==> config.mk <==
export PLATFORM = sky130hd
export DESIGN_NAME = uart_tx_frame_gen
export DESIGN_NICKNAME = d
export VERILOG_FILES = /design/src/rtl/uart_tx_frame_gen.sv
export SDC_FILE = /design/constraint.sdc
export NUM_CORES = 1
export LEC_CHECK = 0
export ABC_AREA = 1
export CAP_MARGIN = 20
export CORE_MARGIN = 2
export CORE_UTILIZATION = 50
export DETAILED_ROUTE_END_ITERATION = 12
export HOLD_SLACK_MARGIN = 0.12
export PLACE_DENSITY_LB_ADDON = 0.3
export SLEW_MARGIN = 0
export SYNTH_ARGS = -nofsm -noshare
export SYNTH_HDL_FRONTEND = slang
export SYNTH_SLANG_ARGS = --single-unit
==> constraint.sdc <==
create_clock -name CLK -period 1.5 [get_ports CLK]
set_input_delay 0.15 -clock CLK [delete_from_list [all_inputs] [get_ports CLK]]
set_output_delay 0.15 -clock CLK [all_outputs]
set_load 0.02 [all_outputs]
==> src/rtl/uart_tx_frame_gen.sv <==
// rtl/uart_tx_frame_gen.sv - UART Tx framer: start, data LSB-first, optional parity, stop; UART_TX_STOP2_EN adds a second stop bit
module uart_tx_frame_gen #(
    parameter int DATA_WIDTH = 8
) (
    input  logic                  CLK,
    input  logic                  RST,
    input  logic [DATA_WIDTH-1:0] P_DATA,
    input  logic                  Data_Valid,
    input  logic                  PAR_EN,
    input  logic                  PAR_TYP,
`ifdef UART_TX_STOP2_EN
    input  logic                  STOP2,
`endif
    output logic                  TX_OUT,
    output logic                  Busy
);

    localparam int CW = $clog2(DATA_WIDTH);
    localparam logic [CW-1:0] LAST_BIT = CW'(DATA_WIDTH - 1);

    typedef enum logic [2:0] {
        IDLE,
        START,
        DATA,
        PARITY,
        STOP
`ifdef UART_TX_STOP2_EN
        , STOP_2
`endif
    } state_t;

    state_t                state;
    logic [CW-1:0]         bit_cnt;
    logic [DATA_WIDTH-1:0] data_lat;
    logic                  par_en_lat;
    logic                  par_typ_lat;
    logic                  parity_bit;
`ifdef UART_TX_STOP2_EN
    logic                  stop2_lat;
`endif

    assign parity_bit = (^data_lat) ^ par_typ_lat;

    // Outputs are registered from the current state, so each bit appears one edge after its state is entered.
    always_ff @(posedge CLK) begin
        if (RST) begin
            state       <= IDLE;
            bit_cnt     <= '0;
            data_lat    <= '0;
            par_en_lat  <= 1'b0;
            par_typ_lat <= 1'b0;
`ifdef UART_TX_STOP2_EN
            stop2_lat   <= 1'b0;
`endif
            TX_OUT      <= 1'b1;
            Busy        <= 1'b0;
        end else begin
            case (state)
                IDLE: begin
                    TX_OUT <= 1'b1;
                    Busy   <= 1'b0;
                    if (Data_Valid) begin
                        data_lat    <= P_DATA;
                        par_en_lat  <= PAR_EN;
                        par_typ_lat <= PAR_TYP;
`ifdef UART_TX_STOP2_EN
                        stop2_lat   <= STOP2;
`endif
                        state       <= START;
                    end
                end
                START: begin
                    TX_OUT  <= 1'b0;
                    Busy    <= 1'b1;
                    bit_cnt <= '0;
                    state   <= DATA;
                end
                DATA: begin
                    TX_OUT <= data_lat[bit_cnt];
                    Busy   <= 1'b1;
                    if (bit_cnt == LAST_BIT) begin
                        state <= par_en_lat ? PARITY : STOP;
                    end else begin
                        bit_cnt <= bit_cnt + 1'b1;
                    end
                end
                PARITY: begin
                    TX_OUT <= parity_bit;
                    Busy   <= 1'b1;
                    state  <= STOP;
                end
                STOP: begin
                    TX_OUT <= 1'b1;
                    Busy   <= 1'b1;
`ifdef UART_TX_STOP2_EN
                    state  <= stop2_lat ? STOP_2 : IDLE;
`else
                    state  <= IDLE;
`endif
                end
`ifdef UART_TX_STOP2_EN
                STOP_2: begin
                    TX_OUT <= 1'b1;
                    Busy   <= 1'b1;
                    state  <= IDLE;
                end
`endif
                default: begin
                    TX_OUT <= 1'b1;
                    Busy   <= 1'b0;
                    state  <= IDLE;
                end
            endcase
        end
    end

endmodule
==> results.json, run 1 <==
{
  "hpwlAfterDp_mm": 1.41,
  "detailed_place.area_um2": 1080,
  "cts-hold-fix-buffers": 0,
  "worst_slew_margin_pct": 77.1,
  "pwr_density_cell_nw_per_um2": 1750,
  "routabilityCongestion": 0.844,
  "post_synth_and_or_nand_nor_area_fraction_pct": 31.2,
  "yosys-top-cells-area": "sky130_fd_sc_hd__dfxtp_1 39%, sky130_fd_sc_hd__nand2_1 14%, sky130_fd_sc_hd__inv_1 8.0%, sky130_fd_sc_hd__a21oi_1 7.5%, sky130_fd_sc_hd__nand3_1 7.5%",
  "critPathArrivalTime_ps": 1570,
  "hold_viol_final": 0,
  "switching_power_uw": 846,
  "rsz0062_at_grt": "false",
  "setup_viol_count_final": 0,
  "drive_above_1_share_pct": 7.89,
  "drt-pass1-iter-count": 4,
  "grt_max_degree": 21,
  "cp.buffers_inverters": 1,
  "clkSinkCount": 18,
  "drtIter0Drc": 20,
  "post_synth_xor_xnor_area_pct": 1.87,
  "rows": 15,
  "drt_drc_violations_left": 0,
  "instances_no_fill": 177,
  "synth_cell_type_count": 21,
  "coreArea_um2": 1750,
  "power.combinational.fraction_pct": 49.3,
  "nets": 169,
  "synth_async_sr_flop_share_pct": 0,
  "route.vias.total": 885,
  "number_of_synthesized_register_bits": 18,
  "critical_path.cell_chain": "ha_1 -> ha_1 -> or2_4 -> nand2_4 -> inv_1 -> nand2_1 -> a21oi_1",
  "worstPathRequired_ps": 1690,
  "grt_first_pass_wirelength_mm": 2.99,
  "skew_ps": 1.67,
  "most_prevalent_standard_cell_on_the_critical_path": "sky130_fd_sc_hd__ha_1",
  "synth.avg_cell_area_um2": 6.77,
  "fin_area_um2": 1110,
  "compound_cell_area_share_of_the_yosys_netlist_pct": 13.9,
  "fin_setup_tns_ps": 0,
  "avgRoutedWirePerCell_um": 10.5,
  "final-max-slew-violation-count": 0,
  "cts.reportedPaths.clkPinSlew_ps": 100,
  "startpoint_type": "register",
  "worst_pin_slew_ps": 343,
  "cts_made_buffers": 3,
  "clock_power_share_pct": 12.4,
  "outcome": "completed",
  "synth-edff-count": 0,
  "first_global_vias": 728,
  "synth_warnings": 0,
  "ctsLongestPathBuffers": 2,
  "main_combinational_cell_family_by_area_after_synthesis": "simple AND/OR/NAND/NOR gates",
  "setup.worst_path.end_class": "register",
  "yosys.cell_count.top_type": "sky130_fd_sc_hd__nand2_1",
  "max_cap_violations": 0,
  "post_cts_buffers": 0,
  "seqPwrFrac_pct": 38.3,
  "postRouteWirelength_mm": 1.85,
  "vdd_drop_max_mv": 0.861,
  "synth.top_cells.by_count": "35 x sky130_fd_sc_hd__nand2_1, 20 x sky130_fd_sc_hd__inv_1, 18 x sky130_fd_sc_hd__dfxtp_1",
  "post_synth_inst_count": 138,
  "tritoncts": "built",
  "ys.flop_type": "sky130_fd_sc_hd__dfxtp_1",
  "leakagePower_uw": 0.000496,
  "synthesis.area_um2": 935,
  "cts_root_buffer": "sky130_fd_sc_hd__clkbuf_4",
  "drtAntennaViolNets": 0,
  "syn_nets": 153,
  "cellInternalPower_uw": 1090,
  "gr-usage-all-layers_pct": 19.6,
  "finalWorstSetupSlack_ps": 118,
  "floorplan.die.width_um": 47.2,
  "crit_path_max_fanout": 7,
  "cts_max_level": 1,
  "ios": 15,
  "dpl_worst_slack_ps": 81.3,
  "category_of_the_most_critical_setup_path": "register to register",
  "highest_clock_frequency_the_design_can_meet_ghz": 0.724,
  "adder_and_majority_gate_portion_of_the_synthesized_area_pct": 2.68,
  "synth_top_area_share_pct": 38.6,
  "yosys-mux-area-fraction_pct": 0,
  "period_share_pct": 92.1,
  "antennaDiodeCount": 0,
  "holdCritPathClass": "input pin to register",
  "vias_per_cell": 5.00,
  "layout-area-overhead-vs-synth_pct": 18.3,
  "net_switching_fraction_of_the_power_pct": 43.6,
  "dp.cells": 174,
  "grt.overflow.total": 0,
  "area_of_the_die_um2": 2230,
  "buffer_ports.inserted": 14,
  "post-route-min-period_ps": 1380,
  "grt_antenna_before_repair": 0,
  "worst_path_dominant_cell_family": "adder cells",
  "worst_skew_pair.late_latency_ps": 290,
  "layout.core_utilization_pct": 63.4,
  "synth_top_cell_by_area": "sky130_fd_sc_hd__dfxtp_1",
  "largest_incremental_delay_on_the_critical_path_ps": 370,
  "timing.critical_path.slowest_stage_cell": "sky130_fd_sc_hd__dfxtp_2",
  "initial_core_util_pct": 53.5,
  "die-height_um": 47.2,
  "yosysSeqAreaShare_pct": 38.6
}
[registers in the layout, indices dropped and copies added, names as in the netlist]
register,flops
par_en_lat,1
bit_cnt,3
state,3
data_lat,8
Busy,1
TX_OUT,1
par_typ_lat,1
[stage by stage]
stage | power (uW) | hold WS, ps
finish | 1940 | 465
global route | 2110 | 483
CTS | 1950 | 452
detailed placement | 1710 | 465
global placement | 1680 | 458
floorplan | 1530 | 323
[worst reg2reg max path: cells and delay by family (launching register included)]
family                     cells  cell delay, ps
adders and majority gates      2             390
and+or+nand+nor                3             390
DFF                            1             370
buffers and inverters          1              60
AOI/OAI and AO/OA              1              60
[cell families after synthesis]
logic type	count (synthesis)
DFF	18
AOI/OAI and AO/OA	26
and+or+nand+nor	65
xor gates and xnor gates	2
buffers and inverters	25
adders and majority gates	2
[power by group through the flow]
stage	sequential [uW]	clock, uW	combinational (uW)
after floorplan	761	0	768
after global placement	740	0	936
after detailed placement	750	0	956
after CTS	740	249	960
after global routing	758	260	1090
final	742	240	956
[what timing repair did]
action	CTS	global route
endpoints found under the hold margin	0	0
setup endpoints to repair	0	1
resized for setup	0	1
[metal layers]
layer	share of wire [%]	track usage, %	vias up
li1	-	-	469
met1	46	24.9	386
met2	47	31.6	25
met3	4.6	3.46	5
met4	2.5	10.0	0
met5	0	0	-
[final timing paths]
path                     from          end  slack (ps)  depth (start not counted)
setup / recovery   bit_cnt[0]   bit_cnt[0]         120                          7
hold / removal      P_DATA[1]  data_lat[1]         460                          3
setup reg to reg   bit_cnt[0]   bit_cnt[0]         120                          7
hold reg to reg   par_typ_lat  par_typ_lat         480                          2
[layout make-up]
cell class,count,area (um2)
clock buffer,3,22.5
fill,154,639
inverter,21,78.8
multi-input combinational,95,464
sequential,18,362
tap,25,31.3
timing repair buffer,15,148
[placed cells by master (no fill, tap or decap), drive strengths merged]
cell           count
dfxtp             18
xnor2              1
clkdlybuf4s50     14
buf                1
nand3b             1
nor3               3
nor2               8
ha                 2
nand3             14
clkbuf             3
xor2               1
or2                1
o21ai             12
nand2             38
a21oi             14
inv               21
(Power assumes the default switching activity.)
==> run 2, diff against run 1 <==
--- a/config.mk
+++ b/config.mk
@@ -7,7 +7,7 @@
 export LEC_CHECK = 0
 export ABC_AREA = 1
 export CAP_MARGIN = 20
-export CORE_MARGIN = 2
+export CORE_MARGIN = 5
 export CORE_UTILIZATION = 50
 export DETAILED_ROUTE_END_ITERATION = 12
 export HOLD_SLACK_MARGIN = 0.12
==> run 2 against run 1 <==
Effect of this change:
- maximum frequency is 0.81% higher
- global-route usage is 3.0 points lower
- non-clock buffer count is 1 higher
- critical endpoint is now Busy
==> results.json, run 2 (synthesis results as in run 1) <==
{
  "route.vias.total": 873,
  "setup_viol_count_final": 0,
  "vias_per_cell": 4.88,
  "drive_above_1_share_pct": 8.44,
  "period_share_pct": 91.4,
  "postRouteWirelength_mm": 1.89,
  "cts_repair_resize_count": 0,
  "critPathArrivalTime_ps": 1220,
  "nets": 170,
  "regArea_um2": 360,
  "post_cts_buffers": 0,
  "hold_viol_final": 0,
  "initial_core_util_pct": 53.5,
  "hold_depth": 3,
  "timing.critical_path.slowest_stage_cell": "sky130_fd_sc_hd__clkdlybuf4s50_1",
  "post-route-min-period_ps": 1370,
  "gr-usage-all-layers_pct": 16.6,
  "cp.buffers_inverters": 1,
  "largest_incremental_delay_on_the_critical_path_ps": 600,
  "worstPathRequired_ps": 1350,
  "max_flop_register": "data_lat",
  "final-max-slew-violation-count": 0,
  "rr_worst_depth": 7,
  "fin_setup_tns_ps": 0,
  "num-fill-cells": 170,
  "area_of_the_die_um2": 2830,
  "rows": 15,
  "most_used_cells_in_the_layout_excluding_fill_and_tap_cells": "35 x sky130_fd_sc_hd__nand2_1, 20 x sky130_fd_sc_hd__inv_1, 18 x sky130_fd_sc_hd__dfxtp_1",
  "area_of_the_multi_input_gates_um2": 464,
  "pwr_density_cell_nw_per_um2": 1780,
  "worst_path_dominant_cell_family": "buffers and inverters",
  "avgRoutedWirePerCell_um": 10.6,
  "floorplan.die.width_um": 53.2,
  "cts.reportedPaths.clkPinSlew_ps": 100,
  "leakagePower_uw": 0.000508,
  "ios": 15,
  "layout_commonest_cell": "sky130_fd_sc_hd__nand2_1",
  "buffer_ports.inserted": 14,
  "cts_root_buffer": "sky130_fd_sc_hd__clkbuf_4",
  "highest_clock_frequency_the_design_can_meet_ghz": 0.729,
  "crit_path_max_fanout": 1,
  "skew_ps": 5.81,
  "die-height_um": 53.2,
  "cts-hold-fix-buffers": 0,
  "coreArea_um2": 1750,
  "drt-pass1-iter-count": 4,
  "critical_path.cell_chain": "clkdlybuf4s50_1",
  "vdd_drop_max_mv": 1.05,
  "setup.worst_path.end_class": "output port",
  "ctsLongestPathBuffers": 2,
  "reg.largest.list": "data_lat x8, bit_cnt x3, state x3",
  "drtIter0Drc": 26,
  "drtAntennaViolNets": 0,
  "cts_max_level": 1,
  "holdCritPathClass": "input pin to register",
  "category_of_the_most_critical_setup_path": "register to output port",
  "outcome": "completed",
  "startpoint_type": "register",
  "worstSetupPathDepth": 1,
  "worst_pin_slew_ps": 332,
  "cts_made_buffers": 3,
  "max_cap_violations": 0,
  "drt_drc_violations_left": 0,
  "rsz0062_at_grt": "false",
  "grt_antenna_before_repair": 0,
  "routabilityCongestion": 0.838,
  "whs_ps": 460,
  "hpwlAfterDp_mm": 1.47,
  "layout-area-overhead-vs-synth_pct": 20.5,
  "antennaDiodeCount": 0,
  "grt_max_degree": 21,
  "largest_reg_flops": 8,
  "tritoncts": "built",
  "worst_slew_margin_pct": 77.8,
  "clkSinkCount": 18,
  "grt.overflow.total": 0,
  "first_global_vias": 856,
  "overall_power_consumption_uw": 2000,
  "worst_skew_pair.late_latency_ps": 290,
  "grt_first_pass_wirelength_mm": 3.51
}
-- run 2: cell types whose count changed in the layout (fill, tap and decap cells not counted), sizes merged --
cell | previous run | this run
clkbuf | 3 | 4
buf | 1 | 2
-- run 2: power breakdown --
group | internal, uW | switching [uW] | total, uW
Clock | 148 | 151 | 299
Sequential | 630 | 102 | 732
Combinational | 374 | 597 | 971
-- run 2: final timing paths --
path                                  start     endpoint  slack, ps
worst max register to register   bit_cnt[1]   bit_cnt[0]        150
worst min-delay path                PAR_TYP  par_typ_lat        460
worst max-delay path                   Busy         Busy        130
worst min register to register  par_typ_lat  par_typ_lat        480
-- run 2: cell type report --
class | count | share of cell area [%]
multi-input combinational | 95 | 41.2
tap | 25 | 2.78
timing repair buffer | 16 | 13.8
sequential | 18 | 32.0
clock buffer | 4 | 3.22
inverter | 21 | 7.00
-- run 2: per-stage QoR --
stage | std cells | cell area (um2) | worst slack (ps) | util, %
final | 179 | 1130 | 129 | 64.5
after global routing | 179 | 1130 | 48.2 | 64.5
after CTS | 179 | 1130 | 118 | 64.5
after detailed placement | 175 | 1090 | 162 | 62.4
after global placement | 175 | 1090 | 214 | 62.4
after floorplan | 138 | 935 | 208 | -
-- run 2: metal layers --
layer  vias to the layer above  track usage (%)  share of wire, %
met5                         -                0                 0
met4                         0             7.23               2.0
met3                         6             3.66               5.3
met2                        17             27.6                45
met1                       379             20.2                48
li1                        471                -                 -
